### src/rtl/frec_ctrl.sv
// Button/strobe-driven frequency selector: debounces up/down buttons, steps a
// 3-bit index into an 8-entry frequency table, and pulses a divider restart.
//
//   state        | meaning
//   IDLE         | waiting for exactly one synchronized button with lock low
//   DEBOUNCE     | counting stable cycles of the latched button
//   APPLY        | one cycle; new idx/frecnum already registered on entry
//   WAIT_RELEASE | waiting for both buttons released (no auto-repeat)
module frec_ctrl #(
   parameter int unsigned DEB_CYCLES = 50000,
   parameter int unsigned RST_CYCLES = 4
) (
   input  logic       clk,
   input  logic       reset,
   input  logic       btn_up,
   input  logic       btn_down,
   input  logic       lock,
   input  logic       sel_load,
   input  logic [2:0] sel_idx,
   output logic [7:0] frecnum,
   output logic [2:0] idx,
   output logic       changed,
   output logic       div_rst
);

   typedef enum logic [1:0] {
      IDLE         = 2'd0,
      DEBOUNCE     = 2'd1,
      APPLY        = 2'd2,
      WAIT_RELEASE = 2'd3
   } state_t;

   localparam logic [15:0] DEB_LAST = 16'(DEB_CYCLES - 1);
   localparam logic [3:0]  RST_LOAD = 4'(RST_CYCLES - 1);

   state_t      state_q;
   logic        up_meta_q, up_s_q, dn_meta_q, dn_s_q;
   logic        dir_up_q;
   logic [15:0] deb_cnt_q;
   logic [2:0]  idx_q, idx_d;
   logic [7:0]  frecnum_q;
   logic        changed_q;
   logic        div_rst_q;
   logic [3:0]  rst_cnt_q;
   logic        deb_ok;
   logic        deb_done;

   function automatic logic [7:0] freq_lut(input logic [2:0] i);
      case (i)
         3'd0:    freq_lut = 8'd30;
         3'd1:    freq_lut = 8'd50;
         3'd2:    freq_lut = 8'd75;
         3'd3:    freq_lut = 8'd100;
         3'd4:    freq_lut = 8'd125;
         3'd5:    freq_lut = 8'd150;
         3'd6:    freq_lut = 8'd175;
         default: freq_lut = 8'd200;
      endcase
   endfunction

   always_comb begin
      deb_ok = dir_up_q ? (up_s_q && !dn_s_q && !lock)
                        : (dn_s_q && !up_s_q && !lock);
      deb_done = (state_q == DEBOUNCE) && deb_ok && (deb_cnt_q == DEB_LAST);
   end

   // Index is updated on the edge that enters APPLY so frecnum is visible
   // during the APPLY cycle itself.
   always_comb begin
      idx_d = idx_q;
      if (sel_load) begin
         idx_d = sel_idx;
      end else if (deb_done) begin
         if (dir_up_q) idx_d = (idx_q == 3'd7) ? idx_q : idx_q + 3'd1;
         else          idx_d = (idx_q == 3'd0) ? idx_q : idx_q - 3'd1;
      end
   end

   always_ff @(posedge clk) begin
      if (!reset) begin
         up_meta_q <= 1'b0;
         up_s_q    <= 1'b0;
         dn_meta_q <= 1'b0;
         dn_s_q    <= 1'b0;
      end else begin
         up_meta_q <= btn_up;
         up_s_q    <= up_meta_q;
         dn_meta_q <= btn_down;
         dn_s_q    <= dn_meta_q;
      end
   end

   always_ff @(posedge clk) begin
      if (!reset) begin
         state_q   <= IDLE;
         dir_up_q  <= 1'b0;
         deb_cnt_q <= 16'd0;
         idx_q     <= 3'd0;
         frecnum_q <= 8'd30;
         changed_q <= 1'b0;
      end else begin
         idx_q     <= idx_d;
         frecnum_q <= freq_lut(idx_d);
         changed_q <= (idx_d != idx_q);
         if (sel_load) begin
            state_q   <= WAIT_RELEASE;
            deb_cnt_q <= 16'd0;
         end else begin
            case (state_q)
               IDLE: begin
                  if (!lock && (up_s_q ^ dn_s_q)) begin
                     state_q   <= DEBOUNCE;
                     dir_up_q  <= up_s_q;
                     deb_cnt_q <= 16'd0;
                  end
               end
               DEBOUNCE: begin
                  if (!deb_ok)       state_q <= IDLE;
                  else if (deb_done) state_q <= APPLY;
                  else               deb_cnt_q <= deb_cnt_q + 16'd1;
               end
               APPLY: state_q <= WAIT_RELEASE;
               default: begin
                  if (!up_s_q && !dn_s_q) state_q <= IDLE;
               end
            endcase
         end
      end
   end

   // Down-counter for the restart pulse; any new change reloads it.
   always_ff @(posedge clk) begin
      if (!reset) begin
         div_rst_q <= 1'b0;
         rst_cnt_q <= 4'd0;
      end else if (idx_d != idx_q) begin
         div_rst_q <= 1'b1;
         rst_cnt_q <= RST_LOAD;
      end else if (div_rst_q) begin
         if (rst_cnt_q == 4'd0) div_rst_q <= 1'b0;
         else                   rst_cnt_q <= rst_cnt_q - 4'd1;
      end
   end

   assign frecnum = frecnum_q;
   assign idx     = idx_q;
   assign changed = changed_q;
   assign div_rst = div_rst_q;

endmodule
### config.mk
export PLATFORM = sky130hd
export DESIGN_NAME = frec_ctrl
export DESIGN_NICKNAME = d
export VERILOG_FILES = /design/src/rtl/frec_ctrl.sv
export SDC_FILE = /design/constraint.sdc
export NUM_CORES = 1
export LEC_CHECK = 0
export BUFFER_PORTS_ARGS = -buffer_cell sky130_fd_sc_hd__buf_2
export CAP_MARGIN = 10
export CORE_ASPECT_RATIO = 1.2
export CORE_MARGIN = 10
export CORE_UTILIZATION = 50
export DETAILED_ROUTE_END_ITERATION = 12
export PLACE_DENSITY = 0.72
export SLEW_MARGIN = 15
export SYNTH_ARGS = -nofsm -noshare
export SYNTH_HDL_FRONTEND = slang
export SYNTH_SLANG_ARGS = --single-unit
### constraint.sdc
create_clock -name clk -period 2.2 [get_ports clk]
set_clock_uncertainty 0.2 [all_clocks]
set_input_delay 0.22 -clock clk [delete_from_list [all_inputs] [get_ports clk]]
set_output_delay 0.22 -clock clk [all_outputs]
set_load 0.1 [all_outputs]
# Word-level counts from Yosys, hierarchy flattened
# Cells that the tools add are included.
word_totals:
  elab_cells: 86
  inputBits: 9
  output_inout_bits: 13
  register_bits: 40
op_classes:
  n_bitwise: 4
  add_sub_neg: 4
  n_eq_ne: 17
  muxes: 23
  n_reduce_logical: 25
ops:
  columns: ["cell", "n"]
  rows:
  - ["case mux 8 bit (7 select lines)", 1]
  - ["two-way mux 16 bit", 3]
  - ["case mux 16 bit (2 select lines)", 1]
  - ["adder 16 x 1 -> 16 bit (second input constant)", 1]
  - ["equality test 16 bit (second input constant)", 1]
  - ["two-way mux 2 bit", 8]
  - ["two-way mux 3 bit", 5]
  - ["equality test 3 bit (second input constant)", 4]
  - ["logical AND 1 bit", 8]
  - ["inequality test 2 bit (second input constant)", 4]
  - ["equality test 3 x 2 -> 1 bit (second input constant)", 2]
  - ["logical NOT 3 bit", 2]
  - ["case mux 2 bit (3 select lines)", 1]
  - ["AND reduction 3 bit", 2]
  - ["nonzero test 5 bit", 1]
  - ["logical NOT 4 bit", 1]
  - ["two-way mux 1 bit", 4]
  - ["inequality test 4 bit (second input constant)", 1]
  - ["AND reduction 2 bit", 2]
  - ["AND reduction 4 bit", 1]
  - ["nonzero test 2 bit", 2]
  - ["OR reduction 2 bit", 2]
  - ["subtractor 4 x 1 -> 4 bit (second input constant)", 1]
  - ["adder 3 x 1 -> 3 bit (second input constant)", 1]
  - ["10 further kinds", 14]

# Depth between registers and ports, before layout
depth:
  word_depth: 11
  mapped_depth: 10
  depth_no_buf: 8

# Worst setup path before layout
# OpenSTA, ideal clock, no wires.
synth_timing:
  path_kind: "register -> register"
  startpoint: "register idx_q[0] (netlist: idx[0])"
  endpoint: "register frecnum_q[6] (netlist: frecnum[6])"
  setup_ns: 0.115
  arrival_time_ns: 2.651
  synth_period_minus_slack_ns: 2.965
  required_time_ns: 1.885
  slack_ns: -0.765
  path_stages_with_launch: 10
  path_cell_list: "dfxtp_1 -> inv_1 -> ha_1 -> nor3b_1 -> a211oi_1 -> o211ai_1 -> a31o_1 -> buf_6 -> and3_1 -> o21a_1"
synth_via:
  elab_chain_len: 7
  elab_cells_between_ends: 17
  cone_classes: "add/sub: 2; eq/ne: 7; mux: 6; reduce/logical: 2"
synth_rtl:
  columns: ["item", "line", "rtl"]
  rows:
  - ["from (decl)", "40", "logic [2:0] idx_q, idx_d;"]
  - ["from (signal assigned)", "102", "idx_q <= idx_d;"]
  - ["subtractor 3 x 1 -> 3 bit (tied with other cells)", "75", "else idx_d = (idx_q == 3'd0) ? idx_q : idx_q - 3'd1;"]
  - ["two-way mux 3 bit, on equally long branches", "75, 74", null]
  - ["two-way mux 3 bit", "74", "if (dir_up_q) idx_d = (idx_q == 3'd7) ? idx_q : idx_q + 3'd1;"]
  - ["two-way mux 3 bit (*)", "73", "end else if (deb_done) begin"]
  - ["two-way mux 3 bit (*)", "71", "if (sel_load) begin"]
  - ["equality test 3 bit (tied with other cells)", "49", "case (i)"]
  - ["case mux 8 bit (7 select lines) (*)", "49", null]
  - ["to (signal assigned)", "103", "frecnum_q <= freq_lut(idx_d);"]
  - ["to (decl)", "41", "logic [7:0] frecnum_q;"]
# Every way passes the cells marked *; elsewhere a longest branch is shown, timed or not.
# A chain may end at the register's enable or synchronous reset.

# Worst setup path after layout
layout_timing:
  startpoint: "register up_s_q"
  endpoint: "register deb_cnt_q[3]"
layout_via:
  elab_chain_len: 8
  elab_cells_between_ends: 14
  cone_classes: "eq/ne: 3; mux: 1; bitwise: 1; reduce/logical: 9"
layout_rtl:
  columns: ["item", "line", "rtl"]
  rows:
  - ["from (decl)", "37", "logic up_meta_q, up_s_q, dn_meta_q, dn_s_q;"]
  - ["from (signal assigned)", "87", "up_s_q <= up_meta_q;"]
  - ["logical NOT 1 bit", "63", ": (dn_s_q && !up_s_q && !lock);"]
  - ["logical AND 1 bit (2 in series)", "63", null]
  - ["two-way mux 1 bit", "62", "deb_ok = dir_up_q ? (up_s_q && !dn_s_q && !lock)"]
  - ["logical AND 1 bit (2 in series)", "64", "deb_done = (state_q == DEBOUNCE) && deb_ok && (deb_cnt_q == DEB_LAST);"]
  - ["inequality test 2 bit (no source line)", null, null]
  - ["AND reduction 4 bit (no source line) (*)", null, null]
  - ["to (signal assigned)", "120", "else deb_cnt_q <= deb_cnt_q + 16'd1;"]
  - ["to (decl)", "39", "logic [15:0] deb_cnt_q;"]
# Marks and branches as above.

==> metrics.txt <==
vias 1779; final-report hold violation count 0; first-pass GRT wire length approximately 8 mm; P per Cell Area 580.8 mW/mm²; worst hold margin 0.09259 ns; Reg clk slew, reported paths approximately 0.08 ns; crit path kind flop to flop; FF+latch count, synth 40; CTS tree yes; Vias/cell 5.326; Final period util 100.1%; hpwl dp 3.438 mm; CP arrival 2.22 ns; dpl cell area roughly 0.0025 mm²; Worst setup SP type flop; pin count of the biggest net entering global routing 21; GRT Util Overall around an eighth; Initial DRC Count just under 90; net total in the final layout 296; Post-DRT Antenna Nets 0; pre-CTS WS -0.1573 ns; leakage dissipation 0.001057 µW; CTS root buf clkbuf_8; count of cell types in the netlist between 50 and 60; number of synthesized flops with an enable pin 0; first-pass detailed-route iteration total 5; Rows 25; maximum fanout along the worst path 8; crit path capture type flop; Area Overhead vs Synth 32.20%; layout cells sized above 1 between 30% and 40%; max-slew violations 0; actual slew at the worst max-slew pin 0.4911 ns; max-cap viol count 0; post-synthesis sequential area ratio 38.30%; most frequent cells in the layout 33 x dfxtp_1, 27 x buf_4, 24 x nor2_1, 21 x buf_2, 17 x xnor2_1; final design utilization 69.03%; status finished, violations left; die width roughly 79 µm; Clock Path Buffers 2; Slew headroom 67.48%; Fmax 0.4541 GHz; ys async rst share 0%; Port Buffers 21; Layout fillers about 320; die area slightly above 0.007 mm²; DRC Markers 0; RSZ-0062 raised after global routing true; design area 0.002764 mm²; Final GP Congestion 0.7846; Yosys Warn Count 0; Netlist Area Pre-Place 0.002091 mm²; worst vdd ir 433.1 µV; WL/cell 14.36 µm; initial antenna violation count 0; Core Region 0.004004 mm²; starting density of the core 52.22%; worst min path class primary input to flop; syn avg cell area 9.292 µm²; total CTS buffers 5; setup violators final 2; CTS Sinks 40; Worst EP required 2.22 ns; setup ws final -0.002394 ns; die height 90.84 µm; clk_lat worst skew about 0.29 ns; Post-Syn Nets between 200 and 250; dominant synthesized flop cell dfxtp_1; total congestion overflow 0; H-tree Lvls 2; vias in the first global route roughly 1800; # diodes 0; fin crit period 2.202 ns; # IOs 22; Post-Layout Cell Count approximately 330; wirelength, routed 4.796 mm; dpl cells 322; most common cell after layout, fill and taps aside dfxtp_1; Cells after Synth 225; failing checks setup timing
## synthesized netlist by cell type, types with 2 or more instances
cell / n / area share (%)
dfxtp_1: 40 / 38
nor3b_1: 2 / 0.72
nand2_1: 10 / 1.8
nor4b_1: 2 / 0.84
nand3_1: 8 / 1.9
ha_1: 8 / 4.8
a211oi_1: 2 / 0.72
buf_6: 4 / 2.2
a21boi_0: 3 / 1.1
nor2_1: 24 / 4.3
clkbuf_1: 3 / 0.54
nand4_1: 5 / 1.5
and4_1: 2 / 0.84
a31oi_1: 3 / 0.90
o21ai_0: 5 / 1.2
xor2_1: 3 / 1.3
o21a_1: 2 / 0.72
a21oi_1: 10 / 2.4
nor4_1: 4 / 1.2
nor4b_2: 2 / 1.4
o21ai_1: 2 / 0.48
nor2b_1: 3 / 0.90
and2_1: 4 / 1.2
and4bb_1: 2 / 1.2
nor3_1: 5 / 1.2
inv_1: 13 / 2.3
or3_1: 3 / 0.90
xnor2_1: 17 / 7.1
nand2b_1: 4 / 1.2
mux2i_1: 2 / 0.96
and3_1: 4 / 1.2
buf_2: 2 / 0.48
## per-stage QoR
stage               total power, µW    TNS, ns
floorplan                      1054   -0.01474
global placement               1119    -0.8809
detailed placement             1123     -1.964
CTS                            1610    -0.2090
global route                   1684     -1.180
finish                         1605  -0.003827
## what timing repair did
| item | 4_1_cts | 5_1_grt |
|---|---|---|
| pin swaps | 5 | 9 |
| gates cloned | 0 | 1 |
| hold endpoints to repair | 2 | 0 |
| setup endpoints to repair | 30 | 30 |
| buffers inserted | 0 | 2 |
| hold buffers | 2 | 0 |
| gates resized for setup | 18 | 25 |
## worst paths after layout
| path | depth (start not counted) | from | endpoint | slack [ns] |
|---|---|---|---|---|
| min reg2reg | 1 | dn_meta_q | dn_s_q | 0.24 |
| min | 2 | reset | frecnum[1] | 0.09 |
| max | 8 | up_s_q | deb_cnt_q[3] | -0.002 |
| max reg2reg | 8 | up_s_q | deb_cnt_q[3] | -0.002 |
## state kept, by name (all words and copies together), names as in the netlist, 2 cells and up
name,flops
state_q,2
frecnum,8
deb_cnt_q,16
idx,3
rst_cnt_q,4
## critical path, stage by stage (launching register included)
cell and delay, ns:
dfxtp_4 0.38, inv_4 0.05, ha_1 0.27, nand2b_1 0.07, or3_4 0.34, a21boi_4 0.19
buf_6 0.17, or3_1 0.34, a21oi_1 0.13
## report_power, final
group | internal, µW | switching, µW
clock network | 223 | 256
registers | 751 | 24.8
logic | 109 | 243
total | 1080 | 523
## routing by layer
layer | wire length [µm] | up-vias | track usage, % | share of wire (%)
met1 | 1980 | 828 | 14.83 | 41
met3 | 215 | 10 | 3.785 | 4.5
met2 | 2506 | 35 | 23.37 | 52
met5 | 0 | - | 0 | 0
li1 | - | 906 | - | -
met4 | 93 | 0 | 4.641 | 1.9
## kinds of logic (layout without fill, tap and decap cells)
kind of cell	after synthesis	after routing	share of synthesized area, %
AND/OR/NAND/NOR	91	92	26.03
adder cells (fa/ha/maj)	8	8	4.788
flip-flops	40	40	38.30
AO/OA/AOI/OAI	41	41	15.68
multiplexers	2	2	0.9575
XOR/XNOR	20	20	8.378
buffers and inverters	23	77	5.865
## cell type report
| class | count | area (µm²) | area share [%] |
|---|---|---|---|
| Timing Repair Buffer | 56 | 395.4 | 14.31 |
| Sequential cell | 40 | 822.0 | 29.74 |
| Inverter | 13 | 58.81 | 2.128 |
| Clock inverter | 2 | 11.26 | 0.4074 |
| Tap cell | 54 | 67.56 | 2.445 |
| Clock buffer | 6 | 72.57 | 2.626 |
| Multi-Input combinational cell | 163 | 1336 | 48.35 |
No activity file was read; power rests on OpenSTA's default activity.
